**config.mk**
```make
export PLATFORM = sky130hd
export DESIGN_NAME = lsu_dbus
export DESIGN_NICKNAME = d
export VERILOG_FILES = /design/src/rtl/lsu_dbus_pkg.sv /design/src/rtl/lsu_load_align.sv /design/src/rtl/lsu_dbus.sv
export SDC_FILE = /design/constraint.sdc
export NUM_CORES = 1
export LEC_CHECK = 0
export ABC_AREA = 1
export BUFFER_PORTS_ARGS = -buffer_cell sky130_fd_sc_hd__buf_2
export CORE_MARGIN = 10
export CORE_UTILIZATION = 51
export DETAILED_ROUTE_END_ITERATION = 12
export MAX_ROUTING_LAYER = met4
export PLACE_DENSITY = 0.79
export SYNTH_ARGS = -nofsm -noshare
export SYNTH_HDL_FRONTEND = slang
export SYNTH_HIERARCHICAL = 1
export SYNTH_SLANG_ARGS = --single-unit
```
**constraint.sdc**
```tcl
create_clock -name clk -period 2.1 [get_ports clk]
set_input_delay 0.42 -clock clk [delete_from_list [all_inputs] [get_ports clk]]
set_output_delay 0.42 -clock clk [all_outputs]
set_load 0.02 [all_outputs]
```
**src/rtl/lsu_dbus_pkg.sv**
```systemverilog
// Shared memory-interface definitions: LSU op/fault/state enums, data-bus structs
// and the small decode helpers used when an operation is accepted.
package lsu_dbus_pkg;

  typedef enum logic [2:0] {
    LB  = 3'd0,
    LH  = 3'd1,
    LW  = 3'd2,
    LBU = 3'd3,
    LHU = 3'd4,
    SB  = 3'd5,
    SH  = 3'd6,
    SW  = 3'd7
  } type_lsu_op_e;

  typedef enum logic [1:0] {
    NONE        = 2'd0,
    LD_MISALIGN = 2'd1,
    ST_MISALIGN = 2'd2,
    LD_TIMEOUT  = 2'd3
  } type_lsu_fault_e;

  typedef enum logic [1:0] {
    IDLE = 2'd0,
    REQ  = 2'd1,
    RESP = 2'd2
  } type_lsu_state_e;

  typedef struct packed {
    logic [31:0] addr;
    logic [31:0] w_data;
    logic [3:0]  sel_byte;
    logic        w_en;
    logic        req;
  } type_dbus2peri_s;

  typedef struct packed {
    logic [31:0] r_data;
    logic        ack;
  } type_peri2dbus_s;

  function automatic logic is_store(input type_lsu_op_e op);
    return (op == SB) || (op == SH) || (op == SW);
  endfunction

  function automatic logic is_aligned(input type_lsu_op_e op, input logic [1:0] lo);
    logic ok;
    case (op)
      LW, SW:       ok = (lo == 2'b00);
      LH, LHU, SH:  ok = ~lo[0];
      default:      ok = 1'b1;
    endcase
    return ok;
  endfunction

  function automatic logic [3:0] byte_sel(input type_lsu_op_e op, input logic [1:0] lo);
    logic [3:0] sel;
    case (op)
      LB, LBU, SB:  sel = 4'b0001 << lo;
      LH, LHU, SH:  sel = 4'b0011 << lo;
      default:      sel = 4'b1111;
    endcase
    return sel;
  endfunction

  // Store data is replicated across lanes so the target can pick any enabled lane.
  function automatic logic [31:0] store_data(input type_lsu_op_e op, input logic [31:0] wd);
    logic [31:0] d;
    case (op)
      SB:      d = {4{wd[7:0]}};
      SH:      d = {2{wd[15:0]}};
      SW:      d = wd;
      default: d = 32'h0;
    endcase
    return d;
  endfunction

endpackage

```
**src/rtl/lsu_load_align.sv**
```systemverilog
// Combinational load formatter: picks the addressed byte/half out of the bus word
// and sign- or zero-extends it according to the load op.
module lsu_load_align
  import lsu_dbus_pkg::*;
(
  input  type_lsu_op_e op,
  input  logic [1:0]   addr_lo,
  input  logic [31:0]  word,
  output logic [31:0]  data
);

  logic [7:0]  byte_v;
  logic [15:0] half_v;

  always_comb begin
    byte_v = word[{addr_lo, 3'b000} +: 8];
    half_v = addr_lo[1] ? word[31:16] : word[15:0];
    case (op)
      LB:      data = {{24{byte_v[7]}}, byte_v};
      LBU:     data = {24'h0, byte_v};
      LH:      data = {{16{half_v[15]}}, half_v};
      LHU:     data = {16'h0, half_v};
      default: data = word;
    endcase
  end

endmodule

```
**src/rtl/lsu_dbus.sv**
```systemverilog
// Load/store unit bus master: one operation at a time, IDLE -> REQ -> RESP.
// Stores are posted (one REQ cycle); loads wait for ack up to TIMEOUT_CYCLES.
module lsu_dbus
  import lsu_dbus_pkg::*;
#(
  parameter int TIMEOUT_CYCLES = 16
) (
  input  logic            clk,
  input  logic            rst_n,
  input  logic            exe_valid_i,
  input  type_lsu_op_e    exe_op_i,
  input  logic [31:0]     exe_addr_i,
  input  logic [31:0]     exe_wdata_i,
  output logic            lsu_stall_o,
  output logic            lsu_done_o,
  output logic [31:0]     lsu_rdata_o,
  output type_lsu_fault_e lsu_fault_o,
  output type_dbus2peri_s lsu2dbus_o,
  input  type_peri2dbus_s dbus2lsu_i
);

  localparam logic [4:0] CNT_LAST = 5'(TIMEOUT_CYCLES - 1);

  type_lsu_state_e state_q, state_d;
  type_lsu_op_e    op_q;
  type_lsu_fault_e fault_q;
  logic [31:0]     addr_q;
  logic [31:0]     wdata_q;
  logic [3:0]      sel_q;
  logic            wen_q;
  logic [4:0]      cnt_q;
  logic [31:0]     rdata_q;
  logic [31:0]     load_val;

  logic accept;
  logic misalign;
  logic load_ack;
  logic store_done;
  logic timeout;

  lsu_load_align u_align (
    .op      (op_q),
    .addr_lo (addr_q[1:0]),
    .word    (dbus2lsu_i.r_data),
    .data    (load_val)
  );

  always_ff @(posedge clk or negedge rst_n) begin
    if (!rst_n) begin
      state_q <= IDLE;
    end else begin
      state_q <= state_d;
    end
  end

  always_comb begin
    state_d    = state_q;
    accept     = 1'b0;
    misalign   = 1'b0;
    load_ack   = 1'b0;
    store_done = 1'b0;
    timeout    = 1'b0;
    case (state_q)
      IDLE: begin
        if (exe_valid_i) begin
          if (is_aligned(exe_op_i, exe_addr_i[1:0])) begin
            accept  = 1'b1;
            state_d = REQ;
          end else begin
            misalign = 1'b1;
            state_d  = RESP;
          end
        end
      end
      REQ: begin
        // Stores complete on the write edge; ack is meaningless for them.
        if (wen_q) begin
          store_done = 1'b1;
          state_d    = RESP;
        end else if (dbus2lsu_i.ack) begin
          load_ack = 1'b1;
          state_d  = RESP;
        end else if (cnt_q == CNT_LAST) begin
          timeout = 1'b1;
          state_d = RESP;
        end
      end
      RESP:    state_d = IDLE;
      default: state_d = IDLE;
    endcase
  end

  always_ff @(posedge clk or negedge rst_n) begin
    if (!rst_n) begin
      op_q    <= LB;
      addr_q  <= 32'h0;
      wdata_q <= 32'h0;
      sel_q   <= 4'h0;
      wen_q   <= 1'b0;
      cnt_q   <= 5'h0;
      rdata_q <= 32'h0;
      fault_q <= NONE;
    end else begin
      if (accept) begin
        op_q    <= exe_op_i;
        addr_q  <= exe_addr_i;
        wdata_q <= store_data(exe_op_i, exe_wdata_i);
        sel_q   <= byte_sel(exe_op_i, exe_addr_i[1:0]);
        wen_q   <= is_store(exe_op_i);
        cnt_q   <= 5'h0;
      end else if (state_q == REQ && !wen_q && !dbus2lsu_i.ack) begin
        cnt_q <= cnt_q + 5'd1;
      end

      if (misalign) begin
        rdata_q <= 32'h0;
        fault_q <= is_store(exe_op_i) ? ST_MISALIGN : LD_MISALIGN;
      end else if (load_ack) begin
        rdata_q <= load_val;
        fault_q <= NONE;
      end else if (store_done) begin
        rdata_q <= 32'h0;
        fault_q <= NONE;
      end else if (timeout) begin
        rdata_q <= 32'h0;
        fault_q <= LD_TIMEOUT;
      end
    end
  end

  // req comes straight from the state register so reset removes it at once.
  always_comb begin
    lsu2dbus_o          = '0;
    lsu2dbus_o.addr     = addr_q;
    lsu2dbus_o.w_data   = wdata_q;
    lsu2dbus_o.sel_byte = sel_q;
    lsu2dbus_o.w_en     = wen_q;
    lsu2dbus_o.req      = (state_q == REQ);
  end

  assign lsu_stall_o = ((state_q == IDLE) && exe_valid_i) || (state_q == REQ);
  assign lsu_done_o  = (state_q == RESP);
  assign lsu_rdata_o = rdata_q;
  assign lsu_fault_o = fault_q;

endmodule

```
**Word-level counts from Yosys, hierarchy flattened**

Index checks and enable logic that the tools add are counted.

- Input port bits: 103
- Word-level logic and storage cells: 86
- Register bits: 113

- Multiplexer cells: 39
- Bitwise gates (word level): 1
- Add/sub/neg operators: 1
- Shift operators: 3
- Equality and inequality tests: 15
- Reductions and logical operators: 18

Operator list:

| kind | number |
|---|---|
| two-way mux 32 bit | 4 |
| one-hot mux 32 bit (4 select lines) | 1 |
| one-hot mux 32 bit (3 select lines) | 1 |
| variable part select 32 x 6 -> 8 bit | 1 |
| two-way mux 2 bit | 10 |
| two-way mux 1 bit | 17 |
| two-way mux 16 bit | 1 |
| == test 3 bit (second input constant) | 5 |
| two-way mux 5 bit | 2 |
| == test 3 x 2 -> 1 bit (second input constant) | 3 |
| one-hot mux 4 bit (2 select lines) | 1 |
| == test 3 x 1 -> 1 bit (second input constant) | 2 |
| logical NOT 3 bit | 2 |
| OR reduction 3 bit | 2 |
| adder 5 x 1 -> 5 bit (second input constant) | 1 |
| == test 5 x 4 -> 1 bit (second input constant) | 1 |
| logical NOT 2 bit | 2 |
| inequality test 4 x 1 -> 1 bit (second input constant) | 1 |
| one-hot mux 2 bit (2 select lines) | 1 |
| nonzero test 4 bit | 1 |
| left shift 1 x 2 -> 4 bit (first input constant) | 1 |
| left shift 2 x 2 -> 4 bit (first input constant) | 1 |
| logical AND 1 bit | 3 |
| logical OR 1 bit | 3 |
| 9 further kinds | 10 |

**Depth between registers and ports, before layout**

Gate-level depths: netlist of the first run.

- Depth after elaboration: 9
- Depth in mapped cells: 11
- Gate-level depth less buffers: 10

**Cells and area by module**

The synthesis of the first run kept the hierarchy.

Modules (own cells, without submodules):

| module | cells each | area an instance (um^2) | times used |
|---|---|---|---|
| lsu_dbus | 563 | 4,860.9 | 1 |
| lsu_load_align | 232 | 1,123.6 | 1 |

**Worst setup path after synthesis of the first run**

OpenSTA, ideal clock, no wires.

- Kind: flip-flop to flip-flop
- Start point: reg cnt_q[0]
- End point: reg rdata_q[22] (netlist: lsu_rdata_o[22])
- Data required time: 2.034 ns
- Setup time: 0.066 ns
- Clock period less this slack: 1.561 ns
- Arrival time: 1.495 ns
- Buffers on the path: 1
- Stages on the path, launching flop included: 9
- Path slack: 0.539 ns
- Cell sequence: dfrtp_1 -> ha_1 -> and3_1 -> ha_1 -> o21a_1 -> nand2_2 -> buf_4 -> nand2_1 -> nand2_1

- Word-level cells in the longest chain between the ends: 6

Ends and longest elaborated chain:

| item | line | source |
|---|---|---|
| start, declared | lsu_dbus.sv:31 | `logic [4:0] cnt_q;` |
| start signal, assigned | lsu_dbus.sv:112 | `cnt_q <= cnt_q + 5'd1;` |
| == test 5 x 4 -> 1 bit | lsu_dbus.sv:83 | `end else if (cnt_q == CNT_LAST) begin` |
| two-way mux 1 bit | lsu_dbus.sv:83 |  |
| two-way mux 1 bit | lsu_dbus.sv:80 | `end else if (dbus2lsu_i.ack) begin` |
| two-way mux 1 bit | lsu_dbus.sv:77 | `if (wen_q) begin` |
| two-way mux 1 bit | lsu_dbus.sv:63 | `case (state_q)` |
| nonzero test 4 bit (no source line) | - |  |
| end signal, assigned | lsu_dbus.sv:119 | `rdata_q <= load_val;` |
| end, declared | lsu_dbus.sv:32 | `logic [31:0] rdata_q;` |

Every way passes these cells.
A chain may end at the register's enable or synchronous reset.

**Worst setup path after layout of the first run**

- Start point: reg state_q[0]
- End point: out lsu_stall_o

- Word-level cells in the longest chain between the ends: 3

Ends and longest elaborated chain:

| item | line | source |
|---|---|---|
| start, declared | lsu_dbus.sv:24 | `type_lsu_state_e state_q, state_d;` |
| start signal, assigned | lsu_dbus.sv:52 | `state_q <= state_d;` |
| logical NOT 2 bit | lsu_dbus.sv:141 | `assign lsu_stall_o = ((state_q == IDLE) && exe_valid_i) \|\| (state_q == REQ);` |
| logical AND 1 bit | lsu_dbus.sv:141 |  |
| logical OR 1 bit (*) | lsu_dbus.sv:141 |  |
| end, declared | lsu_dbus.sv:14 | `output logic lsu_stall_o,` |

Every way passes the cells marked *; elsewhere a longest branch is shown, timed or not.

==> metrics.yaml, run 1 <==
fin_skew_ns: 0.00839
antenna_left: 0
place.gp.congestion: 0.899
muxShareOfSynthArea_pct: 0
cts.sinks: 113
ys_warn_count: 6
crit_start: "state_q[0]"
status: "finished clean"
row_count: 39
antenna_found_initial: 1
tritoncts: "built"
crit_path_end: "lsu_stall_o"
startpoint_type: "flip-flop"
worst_pin_slew_ns: 0.634
grt_pass1_wl_mm: 28.7
synth_xor_area_share_pct: 0.293
netlist_area_sq_um: 5980
pin_count: 209
track_usage_pct: 22.1
htreeDepth: 4
core_area_sq_um: 11500
drcViolationCount: 0
slew_headroom_pct: 57.7
post_cts_buffers: 0
peakVddDrop_mv: 0.786
hpwlAfterDp_mm: 13.0
fin_area_sq_um: 7580
initial_core_util_pct: 52.2
vias: 5918
drv_slew: 0
yosys.area_share.simple_pct: 36.1
wl_per_cell_um: 15.7
synth_cells: 795
syn_area_per_cell_sq_um: 7.53
cellLeakagePower_uw: 0.00450
drt-pass1-iter-count: 5
p_per_area_nw_per_um2: 1520
clockRootBuffer: "clkbuf_16"
fillers: 1031
synth-compound-area-share_pct: 6.79
path_max_fanout: 5
grt_max_degree: 114
r2r_start: "cnt_q[0]"
finalCritPeriodShare_pct: 83.5
critPathRequiredTime_ns: 1.68
dieArea_sq_um: 16500
drv_cap: 0
min_period_ns: 1.75
gr-total-overflow: 0
cts.reportedPaths.clkPinSlew_ns: 0.06
finalSetupTns_ns: 0
area_delta_synth_final_pct: 26.7
reg2reg_slack_ns: 0.37
clk_latency_ns: 0.41
routed_wl_mm: 18.0
synth_fa_ha_area_share_pct: 0.418
hold_buffers: 0
seq_area_frac_synth_pct: 47.3
crit_path_end_kind: "output port"
syn_nets: 900
io_buffers: 208
timing.rr.end: "lsu_fault_o[0]"
layout-drive-gt1-share_pct: 28.4
rsz0062_at_grt: "false"
clockBufferDepth: 2
ctsResizeCount: 0
drt_iter0_markers: 568
dpl_cell_area_sq_um: 7040
yosys_register_bits: 113
setup_viol: 0
worstPathArrival_ns: 1.33
die_h_um: 128
nets: 1096
worstSetupPathType: "reg -> out"
numCtsBuffers: 17
grt_pass1_vias: 5822
hold_class: "in -> async"
routed_via_density: 5.16
hold_violations: 0
max_freq_mhz: 571
r2r_cells: 8
synth_top_family_by_area: "simple AND/OR/NAND/NOR gates"
synth_cell_types: 30
fp.dieW_um: 128
==> sequential cells by signal, summed over array words and instances, names as in the netlist <==
signal and cells:
wen_q 1, state_q 2, sel_q 4, cnt_q 5
addr_q 32, lsu_fault_o 2, op_q 3, lsu_rdata_o 32
wdata_q 32
==> power breakdown <==
group          internal, uW  leakage, uW  switching [uW]  total (uW)
sequential             3050      0.00148             548        3600
combinational          1710      0.00276            3610        5320
clock                  1550     0.000263            1070        2620
==> Yosys cell counts <==
library cell / instances / area, sq um
a21oi_1: 14 / 70.1
a21oi_2: 1 / 8.76
a22oi_1: 8 / 60.1
and3_1: 1 / 6.26
buf_2: 9 / 45.0
buf_4: 10 / 75.1
buf_6: 15 / 169
clkbuf_1: 10 / 37.5
clkbuf_2: 1 / 5.00
clkinv_1: 1 / 3.75
dfrtp_1: 113 / 2830
ha_1: 2 / 25.0
inv_1: 53 / 199
inv_2: 3 / 11.3
nand2_1: 359 / 1350
nand2_2: 10 / 62.6
nand2b_4: 1 / 13.8
nand3_1: 91 / 455
nand3_2: 12 / 120
nand3_4: 1 / 17.5
nand3b_1: 1 / 7.51
nand4_1: 12 / 75.1
nor2_1: 9 / 33.8
nor2_2: 2 / 12.5
nor3_1: 2 / 10.0
o21a_1: 2 / 15.0
o21ai_0: 43 / 215
o21ai_1: 6 / 30.0
o21bai_1: 1 / 7.51
xor2_1: 2 / 17.5
==> cell usage in the layout, fill, tap and decap left out, types with 12 or more instances in the layout <==
cell type and instances:
nand2_1 359, buf_2 207, dfrtp_1 113, nand3_1 91, inv_1 53, o21ai_0 43
clkbuf_16 17, a21oi_1 14, nand4_1 12, nand3_2 12
==> per-layer routing <==
metal  up-vias  track usage, %  part of all wire (%)
met2       240            35.2                    49
met1      2726            27.0                    41
met5         -               -                     0
li1       2930               -                     -
met4         0            6.82                   1.5
met3        22            5.75                   8.3
==> layout make-up <==
| cell class | instances | area, sq um | area share (%) |
|---|---|---|---|
| multi-input combinational | 580 | 2620 | 34.5 |
| clock buffer | 18 | 439 | 5.79 |
| timing repair buffer | 222 | 1200 | 15.8 |
| inverter | 57 | 214 | 2.82 |
| clock inverter | 14 | 108 | 1.42 |
| antenna | 1 | 2.50 | 0.0330 |
| tap | 143 | 179 | 2.36 |
| sequential | 113 | 2830 | 37.3 |
==> metrics by stage <==
| stage | hold WS [ns] | setup slack [ns] | instances | power, uW | utilization, % |
|---|---|---|---|---|---|
| global route | 0.112 | 0.261 | 1148 | 12400 | 66.1 |
| finish | 0.0423 | 0.347 | 1148 | 11500 | 66.1 |
| floorplan | 0.124 | 0.539 | 795 | 7370 | - |
| detailed placement | 0.453 | 0.274 | 1115 | 8960 | 61.4 |
| CTS | 0.116 | 0.339 | 1147 | 11600 | 66.1 |
| global placement | 0.449 | 0.330 | 1115 | 8870 | 61.4 |
==> logic make-up (layout without fill, tap and decap cells) <==
kind of cell | Yosys count | in the layout
AO/OA/AOI/OAI | 75 | 75
XOR/XNOR | 2 | 2
adder cells (fa/ha/maj) | 2 | 2
buffers and inverters | 102 | 311
flip-flops | 113 | 113
other | 0 | 1
AND/OR/NAND/NOR | 501 | 501
==> worst min path at each step <==
stage | end | cells after the start
4_1_cts | lsu_rdata_o[10] | 2
3_5_place_dp | lsu_fault_o[0] | 2
5_1_grt | lsu_rdata_o[10] | 2
2_1_floorplan | addr_q[0] | 0
3_3_place_gp | lsu_rdata_o[0] | 2
6_report | lsu_rdata_o[10] | 2
==> worst max-delay path, cell delays in order, from the launching register on <==
cell     delay, ns
dfrtp_1       0.42
nand2_1       0.19
nand2_1       0.13
buf_2         0.19
Power figures use the tool's default switching activity.
==> inputs of run 2 (changes only) <==
--- a/config.mk
+++ b/config.mk
@@ -8,10 +8,10 @@
 export ABC_AREA = 1
 export BUFFER_PORTS_ARGS = -buffer_cell sky130_fd_sc_hd__buf_2
 export CORE_MARGIN = 10
-export CORE_UTILIZATION = 51
+export CORE_UTILIZATION = 46
 export DETAILED_ROUTE_END_ITERATION = 12
 export MAX_ROUTING_LAYER = met4
-export PLACE_DENSITY = 0.79
+export PLACE_DENSITY = 0.75
 export SYNTH_ARGS = -nofsm -noshare
 export SYNTH_HDL_FRONTEND = slang
 export SYNTH_HIERARCHICAL = 1
==> constraint.sdc (replaced) <==
create_clock -name clk -period 1.45 [get_ports clk]
set_input_delay 0.29 -clock clk [delete_from_list [all_inputs] [get_ports clk]]
set_output_delay 0.29 -clock clk [all_outputs]
set_load 0.02 [all_outputs]
==> run 2 against run 1 <==
The flow now finishes with violations (negative setup slack). Routed wire length grew 6.5%. Clock power grew 49%. Count of clock-buffer cells in the layout grew 5. Clock skew is essentially flat. Flip-flop and latch count is the same. Combinational power grew 66%. Non-clock buffer count grew 43. Setup slack lost 0.47 ns. Critical path type is now reg -> reg. Largest cell class unchanged.
==> metrics.yaml, run 2 (synthesis gave the netlist of run 1 again) <==
slew_headroom_pct: 75.7  # was 57.7%
r2r_start: "cnt_q[1]"  # was cnt_q[0]
numCtsBuffers: 17  # unchanged
die_h_um: 134  # was 128 um
crit_path_end_kind: "flip-flop"  # was output port
finalSetupTns_ns: -3.86  # was 0 ns
drv_cap: 0  # unchanged
io_buffers: 208  # unchanged
peakVddDrop_mv: 1.19  # was 0.786 mV
core_area_sq_um: 12700  # was 11500 sq um
nets: 1139  # was 1096
final_common_cell: "nand2_1"  # unchanged
wl_per_cell_um: 15.8  # was 15.7 um
hold_class: "in -> reg"  # was in -> async
place.gp.congestion: 0.893  # was 0.899
fin_ws_ns: -0.127  # was 0.347 ns
cts.sinks: 113  # unchanged
grt_max_degree: 39  # was 114
reg2reg_slack_ns: -0.13  # was 0.37 ns
final_cell_mix: "nand2_1, buf_2, dfrtp_1, nand3_1, inv_1"  # unchanged
hpwlAfterDp_mm: 14.2  # was 13.0 mm
row_count: 41  # was 39
hold_violations: 0  # unchanged
grt_pass1_vias: 6292  # was 5822
startpoint_type: "flip-flop"  # unchanged
fin_util_pct: 64.7  # was 66.1%
p_total_uw: 17900  # was 11500 uW
finalCritPeriodShare_pct: 109
timing.rr.end: "lsu_rdata_o[19]"  # was lsu_fault_o[0]
layout-drive-gt1-share_pct: 32.3  # was 28.4%
clockBufferDepth: 2  # unchanged
fin_skew_ns: 0.00875  # was 0.00839 ns
pin_count: 209  # unchanged
gr-total-overflow: 0  # unchanged
post-place-ws_ns: -0.108  # was 0.274 ns
status: "finished with violations"  # was finished clean
r2r_cells: 8  # unchanged
crit_start: "cnt_q[1]"  # was state_q[0]
track_usage_pct: 21.8  # was 22.1%
drt_iter0_markers: 501  # was 568
min_period_ns: 1.58
worst_pin_slew_ns: 0.363  # was 0.634 ns
worstSetupPathType: "reg -> reg"  # was reg -> out
worstPathArrival_ns: 1.93  # was 1.33 ns
drt-pass1-iter-count: 5  # unchanged
p_per_area_nw_per_um2: 2190  # was 1520 nW/um^2
initial_core_util_pct: 47.2  # was 52.2%
critPathRequiredTime_ns: 1.80  # was 1.68 ns
antenna_found_initial: 0  # was 1
drcViolationCount: 0  # unchanged
diodes: 0  # was 1
crit_path_end: "lsu_rdata_o[19]"  # was lsu_stall_o
antenna_left: 0  # unchanged
area_delta_synth_final_pct: 37.0  # was 26.7%
grt_pass1_wl_mm: 30.7  # was 28.7 mm
routed_via_density: 5.02  # was 5.16
drv_slew: 0  # unchanged
vias: 6114  # was 5918
fp.dieW_um: 134  # was 128 um
cts.reportedPaths.clkPinSlew_ns: 0.05  # was 0.06 ns
clk_latency_ns: 0.41  # about the same
violations: "negative setup slack"
clockRootBuffer: "clkbuf_16"  # unchanged
max_freq_mhz: 634
tritoncts: "built"  # unchanged
path_max_fanout: 12  # was 5
dieArea_sq_um: 18000  # was 16500 sq um
routed_wl_mm: 19.2  # was 18.0 mm
htreeDepth: 4  # unchanged
rsz0062_at_grt: "true"  # was false
cellLeakagePower_uw: 0.00479  # was 0.00450 uW
setup_viol: 37  # was 0
==> run 2: worst min path at each step <==
stage / to / depth (start not counted) / start
after CTS: addr_q[20] / 3 / exe_addr_i[20]
after floorplan: addr_q[0] / 0 / rst_n
after global routing: addr_q[26] / 3 / exe_addr_i[26]
final: addr_q[8] / 3 / exe_addr_i[8]
after global placement: lsu_rdata_o[10] / 1 / rst_n
after detailed placement: lsu_rdata_o[6] / 1 / rst_n
==> run 2: power by group <==
part / total [uW] / switching, uW / internal, uW
Clock: 3910 / 1430 / 2480
Sequential: 5180 / 755 / 4430
Combinational: 8840 / 5560 / 3290
Total: 17900 / 7740 / 10200
==> run 2: area by class of cell <==
type	instances	area, sq um
Fill cell	1135	4470
Sequential cell	113	2830
Multi-Input combinational cell	580	2670
Timing Repair Buffer	265	1710
Clock buffer	23	478
Inverter	57	216
Tap cell	172	215
Clock inverter	8	80.1
==> run 2: metrics by stage <==
step / hold slack (ns) / area [sq um] / cells
floorplan: -0.00559 / 6020 / 795
detailed placement: 0.212 / 7440 / 1176
CTS: 0.0862 / 8100 / 1213
finish: 0.105 / 8200 / 1218
global placement: 0.205 / 7440 / 1176
global route: 0.0930 / 8200 / 1218
==> run 2: per-layer routing <==
metal | wire length, um | global-route usage, %
met4 | 320 | 5.99
met1 | 7890 | 25.6
met3 | 1700 | 7.36
met5 | 0 | -
met2 | 9280 | 35.0
==> run 2: worst max-delay path: stages, from the launching register on <==
cell and delay (ns):
dfrtp_1 0.38, ha_2 0.19, and3_4 0.18, ha_4 0.15, o21a_1 0.19, nand2_4 0.13
clkbuf_16 0.18, nand2_1 0.05, nand2_1 0.05
==> run 2: timing repair <==
action / CTS / global route
setup endpoints to repair: 39 / 68
gates resized for setup: 20 / 11
pin swaps: 2 / 3
hold buffers: 1 / 0
setup buffers: 4 / 3
cloned: 1 / 2
endpoints found under the hold margin: 17 / 0
==> inputs of run 3 (changes only) <==
--- a/config.mk
+++ b/config.mk
@@ -8,11 +8,10 @@
 export ABC_AREA = 1
 export BUFFER_PORTS_ARGS = -buffer_cell sky130_fd_sc_hd__buf_2
 export CORE_MARGIN = 10
-export CORE_UTILIZATION = 46
+export CORE_UTILIZATION = 45
 export DETAILED_ROUTE_END_ITERATION = 12
 export MAX_ROUTING_LAYER = met4
 export PLACE_DENSITY = 0.75
 export SYNTH_ARGS = -nofsm -noshare
 export SYNTH_HDL_FRONTEND = slang
-export SYNTH_HIERARCHICAL = 1
 export SYNTH_SLANG_ARGS = --single-unit
==> run 3 against run 2 <==
The run still ends with negative setup slack left. Hold slack worse by 0.037 ns. Power increased by 4.4%. Flip-flop and latch count unchanged. Routed wire length down 1.0%. Utilization rose by 3.3 points. Clock skew shrank 0.0022 ns. Maximum frequency shrank 7.7%. Largest power group unchanged. Highest routed layer unchanged.
==> metrics.yaml, run 3 <==
drv_cap: 0  # unchanged
yosys.area.top_type_share_pct: 50.5  # was 47.3%
hold_violations: 0  # unchanged
diodes: 0  # unchanged
crit_chain: "ha_2 > and3_4 > ha_4 > nor2_4 > nand3_2 > o211a_1 > nand2_4 > clkbuf_16 > nand2_1 > nand2_1"  # was ha_2 > and3_4 > ha_4 > o21a_1 > nand2_4 > clkbuf_16 > nand2_1 > nand2_1
grt_pass1_wl_mm: 28.6  # was 30.7 mm
worst_pin_slew_ns: 0.394  # was 0.363 ns
critPathRequiredTime_ns: 1.80  # about the same
syn_nets: 844  # was 900
antenna_left: 0  # unchanged
hpwlAfterDp_mm: 13.4  # was 14.2 mm
grt_max_degree: 44  # was 39
whs_path_depth: 3  # unchanged
crit_top_cell: "nand2_1"  # unchanged
muxShareOfSynthArea_pct: 0  # unchanged
worstPathArrival_ns: 2.06  # was 1.93 ns
pin_count: 209  # unchanged
synth-compound-area-share_pct: 9.28  # was 6.79%
synth_xor_area_share_pct: 0.469  # was 0.293%
setup_viol: 38  # was 37
routed_wl_mm: 19.0  # was 19.2 mm
drv_slew: 0  # unchanged
track_usage_pct: 20.7  # was 21.8%
cellLeakagePower_uw: 0.00473  # was 0.00479 uW
status: "finished with violations"  # unchanged
drt_iter0_markers: 626  # was 501
peakVddDrop_mv: 1.11  # was 1.19 mV
worstSetupPathType: "reg -> reg"  # unchanged
layout-drive-gt1-share_pct: 35.2  # was 32.3%
synth-main-ff-cell: "dfrtp_1"  # unchanged
netlist_area_sq_um: 5600  # was 5980 sq um
yosysMostFrequentCell: "nand2_1"  # unchanged
io_buffers: 208  # unchanged
synth_common_cells: "nand2_1, dfrtp_1, o21ai_0"  # was nand2_1, dfrtp_1, nand3_1
cts.reportedPaths.clkPinSlew_ns: 0.05  # about the same
fp.dieW_um: 132  # was 134 um
tritoncts: "built"  # unchanged
clockRootBuffer: "clkbuf_16"  # unchanged
yosys.area_share.simple_pct: 31.9  # was 36.1%
crit_slowest_cell: "dfrtp_1"  # unchanged
nets: 1105  # was 1139
violations: "negative setup slack"  # unchanged
routed_via_density: 4.95  # was 5.02
fin_skew_ns: 0.00659  # was 0.00875 ns
fin_area_sq_um: 8230  # was 8200 sq um
synth_cells: 739  # was 795
slew_headroom_pct: 73.7  # was 75.7%
startpoint_type: "flip-flop"  # unchanged
dpl_cell_area_sq_um: 7210  # was 7440 sq um
synth_top_family_by_area: "simple AND/OR/NAND/NOR gates"  # unchanged
synthArstFlopShare_pct: 100  # unchanged
syn_area_per_cell_sq_um: 7.57  # was 7.53 sq um
antenna_found_initial: 0  # unchanged
dieArea_sq_um: 17300  # was 18000 sq um
finalSetupTns_ns: -8.55  # was -3.86 ns
crit_path_end_kind: "flip-flop"  # unchanged
htreeDepth: 4  # unchanged
row_count: 40  # was 41
clockBufferDepth: 2  # unchanged
clk_latency_ns: 0.41  # about the same
finalCritPeriodShare_pct: 118  # was 109%
final_common_cell: "nand2_1"  # unchanged
synth_cell_types: 32  # was 30
yosysTopAreaCell: "dfrtp_1"  # unchanged
multi_input_area_sq_um: 2490  # was 2670 sq um
vias: 5847  # was 6114
numCtsBuffers: 17  # unchanged
critPathMaxStageDelay_ns: 0.38  # about the same
final_cell_mix: "nand2_1, buf_2, dfrtp_1, inv_1, nor2_1"  # was nand2_1, buf_2, dfrtp_1, nand3_1, inv_1
min_period_ns: 1.71  # was 1.58 ns
cts.sinks: 113  # unchanged
rsz0062_at_grt: "true"  # unchanged
ys_warn_count: 0  # was 6
yosys_register_bits: 113  # unchanged
die_h_um: 132  # was 134 um
path_max_fanout: 10  # was 12
place.gp.congestion: 0.916  # was 0.893
p_per_area_nw_per_um2: 2280  # was 2190 nW/um^2
regArea_sq_um: 2830  # about the same
max_freq_mhz: 585  # was 634 MHz
initial_core_util_pct: 46.2  # was 47.2%
drt-pass1-iter-count: 5  # unchanged
core_area_sq_um: 12100  # was 12700 sq um
fin_ws_ns: -0.258  # was -0.127 ns
gr-total-overflow: 0  # unchanged
synth_fa_ha_area_share_pct: 0.447  # was 0.418%
r2r_cells: 10  # was 8
post-place-ws_ns: -0.206  # was -0.108 ns
synth-edff-count: 0  # unchanged
wl_per_cell_um: 16.1  # was 15.8 um
drcViolationCount: 0  # unchanged
seq_area_frac_synth_pct: 50.5  # was 47.3%
area_delta_synth_final_pct: 47.1  # was 37.0%
synthTopCellsByArea: "dfrtp_1, nand2_1, o21ai_0"  # was dfrtp_1, nand2_1, nand3_1
fillers: 1008  # was 1135
grt_pass1_vias: 5710  # was 6292
hold_class: "in -> reg"  # unchanged
p_total_uw: 18700  # was 17900 uW
==> run 3: kinds of logic after synthesis <==
logic type / Yosys count
AO/OA/AOI/OAI: 101
XOR/XNOR: 3
adder cells (fa/ha/maj): 2
buffers and inverters: 88
flip-flops: 113
AND/OR/NAND/NOR: 432
==> run 3: worst paths after layout <==
| kind | from | endpoint | slack, ns |
|---|---|---|---|
| worst max-delay path | cnt_q[1] | lsu_rdata_o[5] | -0.26 |
| worst min-delay path | exe_addr_i[6] | addr_q[6] | 0.07 |
| worst max register to register | cnt_q[1] | lsu_rdata_o[5] | -0.26 |
| worst min register to register | lsu_rdata_o[29] | lsu_rdata_o[29] | 0.47 |
| max in group asynchronous | rst_n | sel_q[1] | 0.56 |
| min in group asynchronous | rst_n | addr_q[23] | 0.35 |
==> run 3: timing repair <==
action,in CTS,in global routing
gates cloned,0,7
pin swaps,4,5
setup buffers,6,3
hold endpoints to repair,23,0
endpoints found under the setup margin,39,116
hold buffers,1,0
resized for setup,15,67
==> run 3: final cells by class <==
cell class,count,area share (%)
clock inverters,9,1.28
well taps,168,2.55
flip-flops and latches,113,34.4
repair buffers,272,22.7
clock buffers,23,5.93
multi-input cells,538,30.3
inverters,58,2.86
==> run 3: routing by layer <==
| layer | global-route usage (%) | up-vias | wire length, um |
|---|---|---|---|
| li1 | - | 2853 | - |
| met1 | 24.5 | 2679 | 7760 |
| met3 | 6.29 | 32 | 1670 |
| met2 | 32.3 | 283 | 9190 |
| met5 | - | - | 0 |
| met4 | 8.28 | 0 | 373 |
==> run 3: stage by stage <==
step | util, % | std cells | hold WS (ns)
final | 68.0 | 1181 | 0.0677
after global routing | 68.0 | 1181 | 0.0698
after CTS | 65.2 | 1171 | 0.0565
after detailed placement | 59.5 | 1132 | 0.240
after global placement | 59.5 | 1132 | 0.244
after floorplan | - | 739 | -0.00559
==> run 3: critical path, delay by kind of cell (launching register included) <==
family,cells,cell delay [ns]
AO/OA/AOI/OAI,1,0.15
adder cells (fa/ha/maj),2,0.35
buffers and inverters,1,0.18
flip-flops,1,0.38
AND/OR/NAND/NOR,6,0.58
==> run 3: where the power goes <==
part           internal, uW  total [uW]  switching, uW
combinational          3540        9210           5670
clock                  2700        4140           1440
sequential             4500        5370            874
